**src/rtl/whirlpool_pkg.sv**
```systemverilog
// Shared constants and helpers for the Whirlpool mu-mapping stream blocks.
// Holds the state geometry, the fill-buffer state type, the byte-offset
// helper for B[i][j] and the legal input-word-width check.
package whirlpool_pkg;

  localparam int unsigned STATE_W = 512;
  localparam int unsigned BYTE_W  = 8;
  localparam int unsigned ROWS    = 8;
  localparam int unsigned COLS    = 8;

  typedef enum logic [1:0] {
    FILL_EMPTY,
    FILL_PARTIAL,
    FILL_FULL
  } fill_state_e;

  // Bit offset of byte B[i][j] within the row-major 512-bit state.
  function automatic int unsigned byte_offset(int unsigned i, int unsigned j);
    return (i % ROWS) * COLS * BYTE_W + (j % COLS) * BYTE_W;
  endfunction

  function automatic bit legal_word_w(int unsigned w);
    return (w == 8) || (w == 16) || (w == 32) || (w == 64) ||
           (w == 128) || (w == 256) || (w == 512);
  endfunction

endpackage

```
**src/rtl/whirlpool_mu_fill.sv**
```systemverilog
// Indexed word accumulator for the mu mapping.
// Ports:
//   i_clk, i_reset : clock, asynchronous active-high reset
//   i_write        : store i_word at slot o_count and advance
//   i_word         : input word, bit 0 is leftmost
//   i_clear        : discard the partial block
//   i_flush        : block handed downstream, return to empty
//   o_count        : words held
//   o_full         : N words held, waiting for transfer
//   o_block        : held words with i_word merged into the next free slot
module whirlpool_mu_fill
  import whirlpool_pkg::*;
#(
  parameter  int unsigned WORD_W = 64,
  localparam int unsigned N      = STATE_W / WORD_W,
  localparam int unsigned CW     = $clog2(N) + 1
) (
  input  logic                i_clk,
  input  logic                i_reset,
  input  logic                i_write,
  input  logic [0:WORD_W-1]   i_word,
  input  logic                i_clear,
  input  logic                i_flush,
  output logic [CW-1:0]       o_count,
  output logic                o_full,
  output logic [0:STATE_W-1]  o_block
);

  localparam logic [CW-1:0] N_C = CW'(N);

  logic [CW-1:0]      r_count;
  logic [0:STATE_W-1] r_buf;
  int unsigned        w_idx;
  fill_state_e        w_state;
  logic [0:STATE_W-1] w_block;

  always_comb begin
    w_idx = 32'(r_count);
    if (r_count == '0)
      w_state = FILL_EMPTY;
    else if (r_count == N_C)
      w_state = FILL_FULL;
    else
      w_state = FILL_PARTIAL;
  end

  // The final word is merged combinationally so a completing block can be
  // handed downstream on the same edge that accepts its last word.
  always_comb begin
    w_block = r_buf;
    if (w_state != FILL_FULL)
      w_block[w_idx*WORD_W +: WORD_W] = i_word;
  end

  always_ff @(posedge i_clk or posedge i_reset) begin
    if (i_reset) begin
      r_count <= '0;
      r_buf   <= '0;
    end else begin
      if (i_clear || i_flush)
        r_count <= '0;
      else if (i_write)
        r_count <= r_count + CW'(1);
      if (i_write)
        r_buf[w_idx*WORD_W +: WORD_W] <= i_word;
    end
  end

  assign o_count = r_count;
  assign o_full  = (w_state == FILL_FULL);
  assign o_block = w_block;

endmodule

```
**src/rtl/whirlpool_mu_stream.sv**
```systemverilog
// Streaming Whirlpool mu mapping: assembles N = 512/WORD_W input words into
// the 8x8 byte state and presents it on a registered 512-bit bus.
// Ports:
//   clk, reset           : clock, asynchronous active-high reset
//   clear                : synchronous discard of a partial fill block
//   in_valid/in_ready    : input word handshake, in_word bit 0 leftmost
//   out_valid/out_ready  : output block handshake, out_state row-major
//   fill_count           : words held in the fill buffer
module whirlpool_mu_stream
  import whirlpool_pkg::*;
#(
  parameter  int unsigned WORD_W = 64,
  parameter  int unsigned DEPTH  = 2,
  localparam int unsigned N      = STATE_W / WORD_W,
  localparam int unsigned CW     = $clog2(N) + 1
) (
  input  logic                clk,
  input  logic                reset,
  input  logic                clear,
  input  logic                in_valid,
  output logic                in_ready,
  input  logic [0:WORD_W-1]   in_word,
  output logic                out_valid,
  input  logic                out_ready,
  output logic [0:STATE_W-1]  out_state,
  output logic [CW-1:0]       fill_count
);

  if (!legal_word_w(WORD_W) || !(DEPTH == 1 || DEPTH == 2)) begin : g_bad_param
    $error("whirlpool_mu_stream: illegal WORD_W or DEPTH");
  end

  localparam logic [CW-1:0] LAST_C = CW'(N - 1);

  logic               r_out_valid;
  logic [0:STATE_W-1] r_out_state;

  logic [CW-1:0]      w_count;
  logic               w_full;
  logic [0:STATE_W-1] w_block;
  logic               w_space;
  logic               w_accept;
  logic               w_last;
  logic               w_out_free;
  logic               w_xfer;
  logic               w_fill_clear;

  // Single-buffer mode reuses the fill buffer as a staging area and hands the
  // block over on the last-word edge; blocking input while out_valid is high
  // keeps the observable behaviour of accumulating in the output register.
  always_comb begin
    w_space      = !w_full && ((DEPTH == 1) ? !r_out_valid : 1'b1);
    in_ready     = !reset && !clear && w_space;
    w_accept     = in_valid && in_ready;
    w_last       = w_accept && (w_count == LAST_C);
    w_out_free   = !r_out_valid || out_ready;
    w_xfer       = (w_last || w_full) && w_out_free;
    w_fill_clear = clear && !w_full;
  end

  whirlpool_mu_fill #(
    .WORD_W (WORD_W)
  ) u_fill (
    .i_clk   (clk),
    .i_reset (reset),
    .i_write (w_accept),
    .i_word  (in_word),
    .i_clear (w_fill_clear),
    .i_flush (w_xfer),
    .o_count (w_count),
    .o_full  (w_full),
    .o_block (w_block)
  );

  always_ff @(posedge clk or posedge reset) begin
    if (reset) begin
      r_out_valid <= 1'b0;
      r_out_state <= '0;
    end else if (w_xfer) begin
      r_out_valid <= 1'b1;
      r_out_state <= w_block;
    end else if (r_out_valid && out_ready) begin
      r_out_valid <= 1'b0;
    end
  end

  assign out_valid  = r_out_valid;
  assign out_state  = r_out_state;
  assign fill_count = w_count;

endmodule

```
**config.mk**
```make
export PLATFORM = sky130hd
export DESIGN_NAME = whirlpool_mu_stream
export DESIGN_NICKNAME = d
export VERILOG_FILES = /design/src/rtl/whirlpool_pkg.sv /design/src/rtl/whirlpool_mu_fill.sv /design/src/rtl/whirlpool_mu_stream.sv
export SDC_FILE = /design/constraint.sdc
export NUM_CORES = 2
export LEC_CHECK = 0
export CORE_ASPECT_RATIO = 0.75
export CORE_MARGIN = 2
export CORE_UTILIZATION = 50
export CTS_BUF_LIST = sky130_fd_sc_hd__clkbuf_4 sky130_fd_sc_hd__clkbuf_8
export CTS_CLUSTER_DIAMETER = 30
export DETAILED_ROUTE_END_ITERATION = 10
export MAX_ROUTING_LAYER = met4
export PLACE_DENSITY = 0.82
export SYNTH_ARGS = -nofsm -noshare
export SYNTH_HDL_FRONTEND = slang
export SYNTH_SLANG_ARGS = --single-unit
```
**constraint.sdc**
```tcl
create_clock -name clk -period 43.9 [get_ports clk]
set_input_delay 6.585 -clock clk [delete_from_list [all_inputs] [get_ports clk]]
set_output_delay 6.585 -clock clk [all_outputs]
set_load 0.02 [all_outputs]
```
Word-level counts from Yosys, hierarchy flattened
Cells that the tools add are included.
{"block": "word_totals", "ff_bits": 1029, "inputBits": 69, "output_inout_bits": 518, "elab_cells": 38}
{"block": "op_classes", "addsub": 2, "n_eq_ne": 4, "shift": 2, "mux": 8, "bitwise_logic": 1, "n_reduce_logical": 17}
{"cell": "$shift 513x34->512 const A", "count": 1}
{"cell": "$shiftx 513x34->512", "count": 1}
{"cell": "$bwmux 512", "count": 1}
{"cell": "$mux 512", "count": 1}
{"cell": "$neg 33->34", "count": 1}
{"cell": "$not 10->33", "count": 1}
{"cell": "$mux 4", "count": 2}
{"cell": "$logic_and 1x1->1", "count": 7}
{"cell": "$add 4x1->4 const B", "count": 1}
{"cell": "$eq 4x3->1 const B", "count": 1}
{"cell": "$eq 4x4->1 const B", "count": 1}
{"cell": "$logic_not 1->1", "count": 4}
{"cell": "$logic_not 4->1", "count": 1}
{"cell": "$mux 2", "count": 2}
{"cell": "$reduce_bool 2->1", "count": 2}
{"cell": "$logic_or 1x1->1", "count": 3}
{"cell": "$eq 2x2->1 const B", "count": 1}
{"cell": "$mux 1", "count": 2}
{"cell": "$ne 2x2->1 const B", "count": 1}

Depth between registers and ports, before layout
{"block": "logic_depth", "depth_word": 12, "mapped_depth": 9, "mapped_depth_nobuf": 6}

Cells and area by module
Synthesis repeated with hierarchy kept, for this count alone.
{"block": "hier_totals", "cells_unflattened": 3082, "hier_area_um2": 48460.2}
{"mod": "whirlpool_mu_fill", "n_inst": 1, "cells_each": 1991, "area_per_inst_um2": 29336.9}
{"mod": "whirlpool_mu_stream", "n_inst": 1, "cells_each": 1091, "area_per_inst_um2": 19123.3}

Worst setup path after synthesis
No wires, ideal clock.
{"block": "synth_path", "path_kind": "input to output", "startpoint": "input port clear", "endpoint": "output port in_ready", "t_arrival_ns": 7.082, "path_slack_ns": 30.233, "path_stages": 1, "path_cell_list": "nor3_1"}
{"block": "synth_between", "elab_chain_cells": 3}
{"item": "start: declaration", "line_no": "whirlpool_mu_stream.sv:19", "rtl": "input logic clear,"}
{"item": "$logic_not 1->1", "line_no": "whirlpool_mu_stream.sv:53", "rtl": "in_ready = !reset && !clear && w_space;"}
{"item": "$logic_and 1x1->1 (2 in a row)", "line_no": "whirlpool_mu_stream.sv:53"}
{"item": "end: declaration", "line_no": "whirlpool_mu_stream.sv:21", "rtl": "output logic in_ready,"}
No other way between the ends.

Worst setup path in the final report
{"block": "layout_path", "startpoint": "input port reset", "endpoint": "output port in_ready"}
{"block": "layout_between", "elab_chain_cells": 3}
{"item": "start: declaration", "line_no": "whirlpool_mu_stream.sv:18", "rtl": "input logic reset,"}
{"item": "$logic_not 1->1 (no source line)"}
{"item": "$logic_and 1x1->1 (2 in a row)", "line_no": "whirlpool_mu_stream.sv:53"}
No other way between the ends.

==> results.yml <==
floorplan:
  die_area_um2: 88680
  die_h_um: 258.4
  die_width_um: 343.2
  start_util_pct: 50.38
  fp.coreArea_um2: 85640
  io_pins: 587
  placement_row_count: 93
timing:
  setup_viol_count_final: 0
  finalCritPeriodShare_pct: 33.31
  tightest_slew_ps: 1183
  fin_skew_ps: 46.96
  timing.final.hold_violations: 0
  slew_violations: 0
  setup-tns-final_ps: 0
  finalWorstPathRequiredPeriod_ps: 14620
  rsz0062_at_grt: "no"
  relSlewSlack_pct: 21.13
  clock.fmax_mhz: 68.39
synth:
  ys_async_sr_fraction_pct: 100.0
  synth_top_area_cell: "sky130_fd_sc_hd__dfrtp_1"
  ys_warn_count: 0
  synth_cell_types: 34
  synth_largest_type_area_fraction_pct: 59.68
  total_of_flip_flops_plus_latches_after_synthesis: 1029
  synth.net_count: 3960
  synth-edff-count: 0
  synthesized_netlist_cell_count: 3885
  synth.avg_cell_area_um2: 11.11
  ys_seq_area_share_pct: 59.68
  postSynth.topFlopCell: "sky130_fd_sc_hd__dfrtp_1"
  ys_top_cells_by_area: "sky130_fd_sc_hd__dfrtp_1 (60%), sky130_fd_sc_hd__o21ai_0 (8.9%), sky130_fd_sc_hd__nand2_1 (8.4%), sky130_fd_sc_hd__mux2_2 (8.1%), sky130_fd_sc_hd__mux2_1 (5.3%)"
  syn_area_um2: 43150
clock_tree:
  ctsLongestPathBuffers: 3
  clk_pin_slew_worst_paths_ps: 60
  postCtsHoldBufs: 0
  h-tree-depth: 4
  post_cts.resized_instances: 0
  clock-root-buffer: "sky130_fd_sc_hd__clkbuf_8"
  number_of_buffers_inserted_during_clock_tree_synthesis: 174
  clock_sinks: 1029
  post-cts-setup-buffer-count: 0
  tritoncts_clock_tree: "yes"
  worstSkewPairLatency_ps: 830
placement:
  hpwl_mm: 80.81
  dp.cells: 5349
  gp_routability_congestion: 0.8496
  port-buffer-count: 586
worst_setup_path:
  cp_common_cell: "sky130_fd_sc_hd__clkdlybuf4s50_1"
  worst_setup_path_end_kind: "output port"
  timing_worst_setup_path_type: "in -> out"
  worstPathBufferInverterCount: 2
  cp_slowest_cell: "sky130_fd_sc_hd__clkdlybuf4s50_1"
  cp-start-kind: "input port"
  worstPathCellList: "clkdlybuf4s50_1 > nor3_1 > clkdlybuf4s50_1"
  critPathMaxFanout: 4
  critical_path.max_stage_delay_ps: 630
  required_ps: 37310
  cp.arrival_ps: 8040
  cp_top_family: "buffers and inverters"
routing:
  drt_wl_total_mm: 129.6
  wire_per_inst_um: 22.90
  detail_route.vias_per_cell: 5.814
  detailroute.wirelength.met2_mm: 59.19
  antenna_violating_nets_post_route: 0
  drt_first_iter_violations: 3186
  route.layer.met1.wl_mm: 52.70
  met3_length_mm: 13.60
  vias: 32920
  post_route_drc_violation_count: 0
  detailedRoute.firstPassIterationCount: 6
  top_metal_layer_carrying_routed_signals: "met4"
cells_and_area:
  multi_input_comb_area_um2: 15920
  antenna-diode-count: 0
  drive_above_1_share_pct: 15.04
  area_growth_syn_to_layout_pct: 23.86
  num-nets-final: 4460
  mostFrequentLayoutCell: "sky130_fd_sc_hd__dfrtp_1"
  commonest_non_fill_non_tap_cells_in_the_layout: "sky130_fd_sc_hd__dfrtp_1 (1029), sky130_fd_sc_hd__nand2_1 (961), sky130_fd_sc_hd__o21ai_0 (769)"
  regArea_um2: 25750
  final-instance-count-excl-fill: 5661
  nFillCells: 6619
grt:
  first_global_vias: 32570
  overall_global_routing_resource_usage_pct: 30.00
  number_of_antenna_violations_at_the_first_check_in_global_routing: 6
  grt_start_max_net_pins: 189
  grt_pass1_wl_mm: 197.7
  overflow: 0
pwr:
  power.switching_fraction_pct: 27.87
  p_clk_share_pct: 44.0
  net-switching-power_mw: 0.6336
  power.leakage_nw: 24.63
  power.combinational.fraction_pct: 11.4
  power_frac_seq_pct: 44.6
  cellInternalPower_mw: 1.640
  ir_worst_vdd_mv: 0.02787
  power.density_cell_area_nw_per_um2: 42.54
outcome:
  run_status: "complete, no violations"
worst_hold_path:
  hold_class: "reg -> reg"
flow_run:
  drv_cap: 0
-- tightest hold or removal path, delay by kind of cell (launching register included) --
kind	cells	cell delay, ps
and+or+nand+nor	1	40
AOI/OAI and AO/OA	1	60
DFF	1	340
-- registers in the layout, indices dropped and copies added (netlist names) --
signal	count
out_state	512
out_valid	1
u_fill.o_count	4
u_fill.r_buf	512
-- cell type report --
cell class	count	share of cell area [%]
clock buffers	246	5.937
clock inverters	66	1.763
inverters	4	0.04214
multi-input cells	2549	29.78
flip-flops and latches	1029	48.18
well taps	1140	2.669
repair buffers	627	11.62
-- routing by layer --
layer	global-route usage, %	vias up
met1	40.02	16620
met5	-	-
li1	-	14440
met4	10.24	0
met2	44.19	1573
met3	8.553	280
-- power by group through the flow --
| stage | Sequential (mW) | Clock, mW | Combinational (mW) |
|---|---|---|---|
| after floorplan | 1.03 | 0 | 0.163 |
| after global placement | 1.03 | 0 | 0.247 |
| after detailed placement | 1.03 | 0 | 0.257 |
| after CTS | 1.01 | 1.01 | 0.259 |
| after global routing | 1.02 | 1.06 | 0.290 |
| final | 1.01 | 1.00 | 0.259 |
-- final timing paths --
kind / from / endpoint / slack (ps) / cells past startpoint
setup / recovery: reset / in_ready / 29280 / 3
hold / removal: u_fill.r_buf[73]$_DFFE_PP0P_ / u_fill.r_buf[73]$_DFFE_PP0P_ / 480 / 2
setup reg to reg: u_fill.o_count[0]$_DFFE_PP0P_ / out_state[231]$_DFFE_PP0P_ / 38560 / 9
hold reg to reg: u_fill.r_buf[73]$_DFFE_PP0P_ / u_fill.r_buf[73]$_DFFE_PP0P_ / 480 / 2
max in group asynchronous: reset / out_state[171]$_DFFE_PP0P_ / 33500 / 6
min in group asynchronous: reset / u_fill.r_buf[195]$_DFFE_PP0P_ / 6470 / 2
-- Yosys cell counts, types with 22 or more instances --
library cell               count
sky130_fd_sc_hd__dfrtp_1    1029
sky130_fd_sc_hd__nand2_1     961
sky130_fd_sc_hd__o21ai_0     769
sky130_fd_sc_hd__mux2_2      309
sky130_fd_sc_hd__a22o_1      256
sky130_fd_sc_hd__mux2_1      203
sky130_fd_sc_hd__clkbuf_1    142
sky130_fd_sc_hd__buf_2        86
sky130_fd_sc_hd__buf_1        26
sky130_fd_sc_hd__buf_6        26
sky130_fd_sc_hd__buf_4        22
-- cell families after synthesis --
family	after synthesis	share of synthesized area, %
AO/OA/AOI/OAI	1030	14.22
XOR/XNOR	1	0.02030
adder cells (fa/ha/maj)	6	0.1740
buffers and inverters	307	3.590
flip-flops	1029	59.68
multiplexers	512	13.36
AND/OR/NAND/NOR	1000	8.955
-- through the flow --
| stage | cell area, um^2 | power, mW | setup WS [ps] | utilization [%] | hold slack (ps) |
|---|---|---|---|---|---|
| after floorplan | 43150 | 1.190 | 8357 | - | 449.7 |
| after global placement | 49330 | 1.273 | 29200 | 57.60 | 460.8 |
| after detailed placement | 49330 | 1.287 | 29270 | 57.60 | 469.8 |
| after CTS | 53440 | 2.285 | 29260 | 62.40 | 481.3 |
| after global routing | 53440 | 2.368 | 29220 | 62.40 | 492.4 |
| final | 53440 | 2.274 | 29280 | 62.40 | 477.2 |
Note: power is estimated with default switching activity, not from simulation.
